File: src/rtl/adpll_cfg_seq.sv
// ADPLL bring-up sequencer: programs the control write list, polls ADPLL_LOCK,
// then captures ADPLL_SAT. One outstanding bus transaction at a time.
module adpll_cfg_seq #(
   parameter int unsigned POLL_GAP    = 64,
   parameter int unsigned LOCK_POLLS  = 1024,
   parameter int unsigned ACK_TIMEOUT = 4,
   parameter int unsigned FCW_W       = 28,
   parameter int unsigned ADDR_W      = 8
) (
   input  logic              i_clk,
   input  logic              i_rst,
   input  logic              i_start,
   input  logic              i_abort,
   input  logic [FCW_W-1:0]  i_fcw,
   input  logic [1:0]        i_mode,
   output logic              o_valid,
   output logic [ADDR_W-1:0] o_address,
   output logic [31:0]       o_wdata,
   output logic              o_wstrb,
   input  logic [31:0]       i_rdata,
   input  logic              i_ready,
   output logic              o_busy,
   output logic              o_done,
   output logic              o_locked,
   output logic              o_sat,
   output logic              o_err_timeout,
   output logic              o_err_bus
);
   localparam int unsigned GW = $clog2(POLL_GAP + 1);
   localparam int unsigned TW = $clog2(ACK_TIMEOUT + 1);
   localparam int unsigned PW = $clog2(LOCK_POLLS + 1);
   localparam logic [GW-1:0] GAP_LAST  = GW'(POLL_GAP - 1);
   localparam logic [TW-1:0] ACK_LAST  = TW'(ACK_TIMEOUT - 1);
   localparam logic [PW-1:0] POLL_LAST = PW'(LOCK_POLLS);

   localparam logic [ADDR_W-1:0] A_SOFT_RST  = ADDR_W'(8'h00);
   localparam logic [ADDR_W-1:0] A_FCW       = ADDR_W'(8'h04);
   localparam logic [ADDR_W-1:0] A_MODE      = ADDR_W'(8'h08);
   localparam logic [ADDR_W-1:0] A_DCO_PD    = ADDR_W'(8'h0C);
   localparam logic [ADDR_W-1:0] A_TDC_PD    = ADDR_W'(8'h10);
   localparam logic [ADDR_W-1:0] A_TDC_INJ   = ADDR_W'(8'h14);
   localparam logic [ADDR_W-1:0] A_EN        = ADDR_W'(8'h18);
   localparam logic [ADDR_W-1:0] A_LOCK      = ADDR_W'(8'h1C);
   localparam logic [ADDR_W-1:0] A_SAT       = ADDR_W'(8'h20);

   typedef enum logic [3:0] {
      StIdle, StWrReq, StWrAck, StGap, StRdReq, StRdAck,
      StSatReq, StSatAck, StAbReq, StAbAck, StFin
   } state_t;

   state_t            r_state, w_state_nxt;
   logic [2:0]        r_idx, w_idx_nxt;
   logic [GW-1:0]     r_gap_cnt, w_gap_nxt;
   logic [TW-1:0]     r_ack_cnt, w_ack_nxt;
   logic [PW-1:0]     r_poll_cnt, w_poll_nxt;
   logic [FCW_W-1:0]  r_fcw, w_fcw_nxt;
   logic [1:0]        r_mode, w_mode_nxt;
   logic              r_abort, w_abort_nxt;
   logic              r_done, w_done_nxt;
   logic              r_locked, w_locked_nxt;
   logic              r_sat, w_sat_nxt;
   logic              r_err_timeout, w_err_to_nxt;
   logic              r_err_bus, w_err_bus_nxt;
   logic              w_abort_req, w_in_ack, w_unused_rdata;
   logic [ADDR_W-1:0] w_wr_addr;
   logic [31:0]       w_wr_data;

   assign w_abort_req    = r_abort | i_abort;
   assign w_in_ack       = r_state inside {StWrAck, StRdAck, StSatAck, StAbAck};
   assign w_unused_rdata = ^i_rdata[31:1];

   always_comb begin
      w_wr_addr = A_EN;
      w_wr_data = 32'd1;
      case (r_idx)
         3'd0: begin w_wr_addr = A_SOFT_RST; w_wr_data = 32'd1;        end
         3'd1: begin w_wr_addr = A_FCW;      w_wr_data = 32'(r_fcw);   end
         3'd2: begin w_wr_addr = A_MODE;     w_wr_data = 32'(r_mode);  end
         3'd3: begin w_wr_addr = A_DCO_PD;   w_wr_data = 32'd0;        end
         3'd4: begin w_wr_addr = A_TDC_PD;   w_wr_data = 32'd0;        end
         3'd5: begin w_wr_addr = A_TDC_INJ;  w_wr_data = 32'd0;        end
         default: ;
      endcase
   end

   // Address/data/strobe stay put through the ACK state until ready.
   always_comb begin
      o_address = '0;
      o_wdata   = '0;
      o_wstrb   = 1'b0;
      case (r_state)
         StWrReq, StWrAck: begin
            o_address = w_wr_addr;
            o_wdata   = w_wr_data;
            o_wstrb   = 1'b1;
         end
         StRdReq, StRdAck:   o_address = A_LOCK;
         StSatReq, StSatAck: o_address = A_SAT;
         StAbReq, StAbAck: begin
            o_address = A_EN;
            o_wstrb   = 1'b1;
         end
         default: ;
      endcase
      o_valid = r_state inside {StWrReq, StRdReq, StSatReq, StAbReq};
      o_busy  = !(r_state inside {StIdle, StFin});
   end

   always_comb begin
      w_state_nxt   = r_state;
      w_idx_nxt     = r_idx;
      w_gap_nxt     = r_gap_cnt;
      w_ack_nxt     = r_ack_cnt;
      w_poll_nxt    = r_poll_cnt;
      w_fcw_nxt     = r_fcw;
      w_mode_nxt    = r_mode;
      w_abort_nxt   = (r_state != StIdle) && w_abort_req;
      w_done_nxt    = r_done;
      w_locked_nxt  = r_locked;
      w_sat_nxt     = r_sat;
      w_err_to_nxt  = r_err_timeout;
      w_err_bus_nxt = r_err_bus;
      case (r_state)
         StIdle: if (i_start) begin
            w_state_nxt   = StWrReq;
            w_idx_nxt     = 3'd0;
            w_poll_nxt    = '0;
            w_fcw_nxt     = i_fcw;
            w_mode_nxt    = i_mode;
            w_done_nxt    = 1'b0;
            w_locked_nxt  = 1'b0;
            w_sat_nxt     = 1'b0;
            w_err_to_nxt  = 1'b0;
            w_err_bus_nxt = 1'b0;
         end
         StWrReq:  begin w_ack_nxt = TW'(1); w_state_nxt = StWrAck;  end
         StRdReq:  begin w_ack_nxt = TW'(1); w_state_nxt = StRdAck;  end
         StSatReq: begin w_ack_nxt = TW'(1); w_state_nxt = StSatAck; end
         StAbReq:  begin w_ack_nxt = TW'(1); w_state_nxt = StAbAck;  end
         StWrAck: if (i_ready) begin
            if (w_abort_req) begin
               w_state_nxt = StAbReq;
            end else if (r_idx == 3'd6) begin
               w_state_nxt = StGap;
               w_gap_nxt   = '0;
            end else begin
               w_idx_nxt   = r_idx + 3'd1;
               w_state_nxt = StWrReq;
            end
         end
         StGap: begin
            if (w_abort_req)                w_state_nxt = StAbReq;
            else if (r_gap_cnt == GAP_LAST) w_state_nxt = StRdReq;
            else                            w_gap_nxt   = r_gap_cnt + 1'b1;
         end
         StRdAck: if (i_ready) begin
            w_locked_nxt = i_rdata[0];
            if (w_abort_req) begin
               w_state_nxt = StAbReq;
            end else if (i_rdata[0]) begin
               w_state_nxt = StSatReq;
            end else begin
               w_poll_nxt = r_poll_cnt + 1'b1;
               if (r_poll_cnt + 1'b1 == POLL_LAST) begin
                  w_err_to_nxt = 1'b1;
                  w_state_nxt  = StFin;
               end else begin
                  w_state_nxt = StGap;
                  w_gap_nxt   = '0;
               end
            end
         end
         StSatAck: if (i_ready) begin
            w_sat_nxt   = i_rdata[0];
            w_state_nxt = w_abort_req ? StAbReq : StFin;
         end
         StAbAck: if (i_ready) begin
            w_locked_nxt = 1'b0;
            w_state_nxt  = StFin;
         end
         StFin:   w_state_nxt = StIdle;
         default: w_state_nxt = StIdle;
      endcase
      // Missing acknowledge: the flag shows on the ACK_TIMEOUT-th cycle after valid.
      if (w_in_ack && !i_ready) begin
         if (r_ack_cnt >= ACK_LAST) begin
            w_err_bus_nxt = 1'b1;
            w_done_nxt    = 1'b1;
            w_state_nxt   = StIdle;
         end else begin
            w_ack_nxt = r_ack_cnt + 1'b1;
         end
      end
      if (w_state_nxt == StFin) w_done_nxt = 1'b1;
   end

   always_ff @(posedge i_clk or posedge i_rst) begin
      if (i_rst) begin
         r_state       <= StIdle;
         r_idx         <= '0;
         r_gap_cnt     <= '0;
         r_ack_cnt     <= '0;
         r_poll_cnt    <= '0;
         r_fcw         <= '0;
         r_mode        <= '0;
         r_abort       <= 1'b0;
         r_done        <= 1'b0;
         r_locked      <= 1'b0;
         r_sat         <= 1'b0;
         r_err_timeout <= 1'b0;
         r_err_bus     <= 1'b0;
      end else begin
         r_state       <= w_state_nxt;
         r_idx         <= w_idx_nxt;
         r_gap_cnt     <= w_gap_nxt;
         r_ack_cnt     <= w_ack_nxt;
         r_poll_cnt    <= w_poll_nxt;
         r_fcw         <= w_fcw_nxt;
         r_mode        <= w_mode_nxt;
         r_abort       <= w_abort_nxt;
         r_done        <= w_done_nxt;
         r_locked      <= w_locked_nxt;
         r_sat         <= w_sat_nxt;
         r_err_timeout <= w_err_to_nxt;
         r_err_bus     <= w_err_bus_nxt;
      end
   end

   assign o_done        = r_done;
   assign o_locked      = r_locked;
   assign o_sat         = r_sat;
   assign o_err_timeout = r_err_timeout;
   assign o_err_bus     = r_err_bus;

endmodule

File: config.mk
export PLATFORM = sky130hd
export DESIGN_NAME = adpll_cfg_seq
export DESIGN_NICKNAME = d
export VERILOG_FILES = /design/src/rtl/adpll_cfg_seq.sv
export SDC_FILE = /design/constraint.sdc
export NUM_CORES = 1
export LEC_CHECK = 0
export CAP_MARGIN = 20
export CORE_ASPECT_RATIO = 1.5
export CORE_MARGIN = 4
export CORE_UTILIZATION = 44
export DETAILED_ROUTE_END_ITERATION = 10
export PLACE_DENSITY = 0.76
export SYNTH_ARGS = -nofsm -noshare
export SYNTH_HDL_FRONTEND = slang
export SYNTH_SLANG_ARGS = --single-unit
File: constraint.sdc
create_clock -name i_clk -period 2.84 [get_ports i_clk]
set_input_delay 0.426 -clock i_clk [delete_from_list [all_inputs] [get_ports i_clk]]
set_output_delay 0.426 -clock i_clk [all_outputs]
set_load 0.03 [all_outputs]
==> key figures, run 1 <==
CTS
  • H-tree lvl count: 3
  • Clk buf depth: 2
  • Sink Count: 64
  • Number of CTS-inserted buffers: 9
  • Clk root buf: clkbuf_16
  • Clock transition at the registers of the reported paths: 0.05 ns
  • CTS tree: built
  • Clk Latency, worst-skew pair: 0.33 ns
  • Hold-fix buffers, CTS: 0

Detailed routing
  • DR top layer: met4
  • M1 WL: 3617 um
  • Routed via count: 3455
  • DR WL met3: 695 um
  • DRT iter0 DRCs: 198
  • # DRC: 0
  • Final WL: 9014 um
  • Vias per inst: 5.373
  • Pre-Repair DR Iteration Count: 5
  • Wirelength per Cell: about 14 um
  • Met2 routed WL: 4502 um
  • Post-DRT Antenna Nets: 0

Min path
  • HP Start: r_fcw[27]
  • Min-delay worst type: flop to flop
  • Worst Hold End: r_fcw[27]
  • Hold Path Cell Cnt: 2

Finish
  • Synth-to-Final Area Change: 29.09%
  • Final Core Density: 0.5908
  • N_diodes: 0
  • Share of layout cells above drive strength 1: 0.1152
  • Fin area: 4820 um2
  • Fin nets: 611

Setup path
  • Max stage delay on crit path: 0.70 ns
  • Critical path data required time: between 2 and 2.5 ns
  • Crit end category: output port
  • R2R setup slack: 0.41 ns
  • Worst-path fanout max: 16
  • Worst r2r dst: r_gap_cnt[4]
  • Crit path kind: flop to output port
  • RR Startpoint: r_poll_cnt[0]
  • Worst-path cell chain: nor2_1 -> nand2_1 -> nor3_1 -> clkdlybuf4s50_1
  • CP Data Arrival Time: 2.29 ns
  • R2R depth: 7
  • CP Launch Point: r_state[2]
  • CP Launch Type: flop
  • Slowest cell on crit path: clkdlybuf4s50_1

Timing
  • Worst clock skew: 0.006886 ns
  • Final setup fails: 0
  • Worst slew margin relative to its limit: 0.5356
  • Fmax: ~370 MHz
  • Tmin final: 2.712 ns
  • Slew @ Worst Pin: 0.6869 ns
  • Setup TNS: 0 ns
  • Period utilization: 0.9548
  • RSZ-0062 raised after global routing: false
  • Final hold violation count: 0
  • Hold WS: 0.4643 ns
  • Final Slew Violations: 0

Placement
  • GPL Wtd Cong: 0.8760
  • PortBufs: between 70 and 80
  • Half-perimeter wire length after detailed placement: 6581 um
  • Cell Area, Placed: 4557 um2

Power
  • Sequential Power Share: 0.342
  • Switching Share: 0.3938
  • Static Leakage: 2.327 nW
  • Net Sw Power: approximately 1.6 mW
  • Clock power share: 0.237
  • Comb power frac: 0.420
  • VDD IR max: approximately 480 uV
  • Power Dens Cells: approximately 840 nW/um2
  • Cell-internal power: 2.446 mW

Synthesis
  • Largest family of logic cells by synthesized area: simple AND/OR/NAND/NOR gates
  • Unique masters post-synth: 57
  • Mapped Area: 3734 um2
  • Synth area leaders: dfrtp_1 43%, nand2_1 12%, and2_1 5.4%
  • Mux contribution to synthesized area: 0.002681
  • Sequential area share after synthesis: 0.4290
  • Predominant post-synthesis flop cell: dfrtp_1
  • Top cell type's share of synthesized area: 0.4290
  • Cells after synthesis: 457
  • Post-synth EDFFs: 0
  • Post-synthesis adder-cell area fraction: 0.03016
  • #FFs+latches synth: 64
  • Simple-Gate Fraction of Synth Area: 0.2976
  • Yosys warning total: 0
  • Synth Area in Compound Gates: 0.1712
  • Synth Area in XOR/XNOR: 0.01642
  • Avg Synthesized Cell Area: 8.170 um2
  • Post-synth top area cell: dfrtp_1
  • Async S/R FF share, synth: 1.000

Global route
  • First-pass GRT wire length: 14880 um
  • Total GRT Usage: 0.1813
  • Largest net degree at the start of global routing: 33
  • GRT overflow: 0
  • Initial antenna violation count: 0
  • Number of global-route vias before repair: ~3400

Die
  • Die Ht: about 120 um
  • Die X: 83.21 um
  • IO Pins: between 100 and 150
  • Starting density of the core: 0.4577
  • Core Region: 8158 um2
  • Die area: 10050 um2
  • Row count: 40

Run
  • Max cap viols: 0

Status
  • Outcome: finished clean
[cells in the final DEF, fill, tap and decap left out, types with 8 or more instances in the layout]
cell type          n
a21oi_1           18
and2_1            32
buf_4             40
clkbuf_16          9
clkdlybuf4s50_1   46
conb_1             8
dfrtp_1           64
ha_1               9
inv_1             11
nand2_1          116
nand3_1           14
nor2_1            35
o21ai_0           29
[how the worst max path moves through the flow]
stage              endpoint  slack (ns)  cells past startpoint
6_report         o_wdata[1]        0.13                      4
3_3_place_gp   r_gap_cnt[1]        0.30                      7
2_1_floorplan  o_address[3]        0.50                      6
5_1_grt          o_wdata[1]        0.06                      4
4_1_cts        o_address[2]       0.005                      9
3_5_place_dp   r_gap_cnt[1]        0.31                      7
[power groups by stage]
stage               sequential (mW)  clock (mW)  combinational (mW)
floorplan                      1.33           0                1.19
global placement               1.37           0                1.67
detailed placement             1.39           0                1.71
CTS                            1.38       0.981                1.71
global route                   1.41        1.02                1.89
finish                         1.38       0.957                1.70
[metrics by stage]
stage | power [mW] | setup slack [ns] | instances
floorplan | 2.522 | 0.4997 | 464
finish | 4.035 | 0.1284 | 643
CTS | 4.077 | 0.004785 | 643
detailed placement | 3.097 | 0.3084 | 629
global route | 4.322 | 0.05536 | 643
global placement | 3.043 | 0.2989 | 629
[worst max-delay path, delay by kind of cell, from the launching register on]
kind,cells,cell delay (ns)
DFF,1,0.56
buffers and inverters,1,0.70
and+or+nand+nor,3,0.70
[synthesized netlist by cell type (all sizes together), types with 2 or more instances]
cell type	n
nand2	116
and2	32
o22ai	2
xor2	4
a211o	2
and4	5
o21a	2
or2	4
nand3	15
o22a	3
nand3b	2
buf	12
nor2b	3
nand2b	3
a21oi	19
clkbuf	18
nor3	4
nor4b	2
o211ai	2
a31oi	6
and3	6
a21o	3
xnor2	3
nor2	35
o21ai	34
nor3b	3
inv	12
dfrtp	64
a211oi	6
ha	9
nand4	2
o31ai	6
o32ai	2
[area by class of cell]
cell class,count,area [um2]
multi-input cells,357,1964
flip-flops and latches,64,1602
well taps,105,131.4
clock inverters,1,5.005
repair buffers,90,818.3
inverters,13,48.80
fillers,698,3338
clock buffers,13,250.2
[registers in the layout, summed over array words and instances (netlist names)]
register / count
r_mode: 2
o_locked: 1
o_sat: 1
o_done: 1
r_idx: 3
o_err_bus: 1
r_fcw: 28
r_state: 4
o_err_timeout: 1
r_ack_cnt: 3
r_gap_cnt: 7
r_poll_cnt: 11
r_abort: 1
[per-layer routing]
layer,global-route usage,up-vias
met3,0.06339,20
li1,-,1699
met5,0,-
met1,0.1988,1623
met4,0.07362,0
met2,0.3178,113
[kinds of logic after synthesis]
group / after synthesis
AOI/OAI and AO/OA: 97
DFF: 64
buffers and inverters: 43
and+or+nand+nor: 235
xor gates and xnor gates: 7
other: 1
adders and majority gates: 9
muxes: 1
[what timing repair did]
item,4_1_cts,5_1_grt
resized for setup,0,3
setup endpoints to repair,0,3
buffers inserted,0,0
Note: power is estimated with default switching activity, not from simulation.
==> run 2: changes to the inputs <==
--- a/config.mk
+++ b/config.mk
@@ -6,7 +6,7 @@
 export NUM_CORES = 1
 export LEC_CHECK = 0
 export CAP_MARGIN = 20
-export CORE_ASPECT_RATIO = 1.5
+export CORE_ASPECT_RATIO = 0.8
 export CORE_MARGIN = 4
 export CORE_UTILIZATION = 44
 export DETAILED_ROUTE_END_ITERATION = 10
==> key figures, run 2 (synthesis results as in run 1) <==
Global route
  • Largest net degree at the start of global routing: 65 (+97%)
  • Number of global-route vias before repair: 3289 (-2.1%)
  • Initial antenna violation count: 0 (unchanged)
  • First-pass GRT wire length: 15550 um (+4.4%)
  • Total GRT Usage: 0.1855 (+0.004180)
  • GRT overflow: 0 (unchanged)

Finish
  • Commonest non-fill, non-tap cells in the layout: 116 x nand2_1, 63 x dfrtp_1, 46 x clkdlybuf4s50_1
  • Fin nets: 614 (+0.49%)
  • # fillers: 706 (+1.1%)
  • Commonest non-fill, non-tap cell in the layout: nand2_1
  • Most flop-heavy register: r_fcw
  • Finished Layout Cells: 651 (+1.2%)
  • Top flop regs: r_fcw (28), r_poll_cnt (11), r_gap_cnt (7)
  • Share of layout cells above drive strength 1: 0.1308 (+0.01551)
  • Synth-to-Final Area Change: 28.38%
  • N_diodes: 0 (unchanged)
  • Max FFs per register: 28 (unchanged)

Timing
  • Final hold violation count: 0 (unchanged)
  • Slew @ Worst Pin: 0.7231 ns (+0.03623 ns)
  • Setup TNS: 0 ns (unchanged)
  • RSZ-0062 raised after global routing: false
  • Final Slew Violations: 0 (unchanged)
  • Period utilization: 0.9489 (-0.005843)
  • Worst clock skew: 0.01160 ns (+0.004713 ns)
  • Worst slew margin relative to its limit: 0.5111 (-0.02450)
  • Final setup fails: 0 (unchanged)
  • Fmax: 371.1 MHz (+0.62%)
  • Tmin final: 2.695 ns (-0.01660 ns)

Die
  • Core Region: 8092 um2 (-0.81%)
  • Row count: 29 (-28%)
  • IO Pins: 115 (unchanged)
  • Die area: 10030 um2 (-0.21%)
  • Die X: 111.0 um (+33%)
  • Starting density of the core: 0.4614 (+0.003751)
  • Die Ht: 90.39 um (-25%)

Setup path
  • R2R setup slack: 0.41 ns (about the same)
  • Worst-path fanout max: 18 (+2)
  • CP Data Arrival Time: 2.27 ns (-0.02 ns)
  • Crit path kind: flop to output port
  • Critical path data required time: 2.41 ns (about the same)
  • Crit end category: output port
  • CP Launch Type: flop
  • Worst r2r dst: r_gap_cnt[4]
  • R2R depth: 7 (unchanged)
  • RR Startpoint: r_poll_cnt[0]

Placement
  • PortBufs: 75 (unchanged)
  • Dpl cells: 635 (+0.95%)
  • GPL Wtd Cong: 0.8489 (-3.1%)
  • Half-perimeter wire length after detailed placement: 6623 um (+0.64%)

Detailed routing
  • DRT iter0 DRCs: 207 (+4.5%)
  • Post-DRT Antenna Nets: 0 (unchanged)
  • Wirelength per Cell: 14.24 um (+1.6%)
  • Pre-Repair DR Iteration Count: 4 (-1)
  • Routed via count: 3413 (-1.2%)
  • Final WL: 9270 um (+2.8%)
  • Vias per inst: 5.243 (-2.4%)
  • # DRC: 0 (unchanged)

Power
  • VDD IR max: 405.4 uV (-16%)
  • Static Leakage: 2.320 nW (-0.30%)
  • Tot Pwr: 3.917 mW (-2.9%)
  • Power Dens Cells: 817.1 nW/um2 (-2.4%)

Status
  • Outcome: finished clean

CTS
  • Number of CTS-inserted buffers: 9 (unchanged)
  • Clk buf depth: 2 (unchanged)
  • Clk Latency, worst-skew pair: 0.35 ns (+0.02 ns)
  • CTS tree: built
  • H-tree lvl count: 3 (unchanged)
  • Sink Count: 64 (unchanged)
  • Hold-fix buffers, CTS: 0 (unchanged)
  • Clock transition at the registers of the reported paths: 0.08 ns (+0.03 ns)
  • Clk root buf: clkbuf_8

Min path
  • Min-delay worst type: input pin to asynchronous set/reset pin

Run
  • Max cap viols: 0 (unchanged)
[run 2: layout make-up]
cell class	instances	area [um2]	share of cell area
Clock inverter	7	77.57	0.01618
Tap cell	108	135.1	0.02819
Inverter	13	48.80	0.01018
Clock buffer	9	123.9	0.02584
Timing Repair Buffer	93	840.8	0.1754
Multi-Input combinational cell	357	1964	0.4098
Sequential cell	64	1603	0.3344
[run 2: worst max-delay path: stages, from the launching register on]
cell	delay, ns
dfrtp_1	0.57
or2_2	0.40
o22a_1	0.22
inv_1	0.08
clkdlybuf4s50_1	0.66
[run 2: timing repair]
| action | CTS | global route |
|---|---|---|
| buffers inserted | 0 | 0 |
| gates resized for setup | 0 | 4 |
| setup endpoints to repair | 0 | 7 |
[run 2: through the flow]
stage          setup WS, ns  hold slack [ns]  utilization  instance area, um2
4_1_cts             0.01017           0.4665       0.5913                4785
5_1_grt             0.01558           0.4834       0.5924                4793
3_3_place_gp         0.2991           0.4495       0.5664                4583
3_5_place_dp         0.2636           0.4538       0.5664                4583
6_report             0.1450           0.4569       0.5924                4793
2_1_floorplan        0.4997           0.4374            -                3760
[run 2: worst max-delay path by stage]
stage / from / endpoint / slack (ns) / cells past startpoint
6_report: r_state[1] / o_valid / 0.15 / 4
5_1_grt: r_state[1] / o_wdata[0] / 0.02 / 4
4_1_cts: r_idx[1] / o_address[2] / 0.01 / 9
3_5_place_dp: i_abort / r_gap_cnt[1] / 0.26 / 7
3_3_place_gp: i_abort / r_gap_cnt[1] / 0.30 / 7
2_1_floorplan: r_state[1] / o_address[3] / 0.50 / 6
[run 2: layer usage]
layer / up-vias / GRT usage / wire length [um]
met5: - / 0 / 0
met4: 0 / 0.05026 / 102
met3: 10 / 0.04220 / 336
met2: 69 / 0.3035 / 4476
met1: 1630 / 0.2479 / 4355
li1: 1704 / - / -
[run 2: power breakdown]
group / internal [mW] / leakage (nW) / total [mW] / switching, mW
Clock: 0.414 / 0.101 / 0.809 / 0.395
Sequential: 1.18 / 0.834 / 1.37 / 0.194
Combinational: 0.686 / 1.39 / 1.74 / 1.05
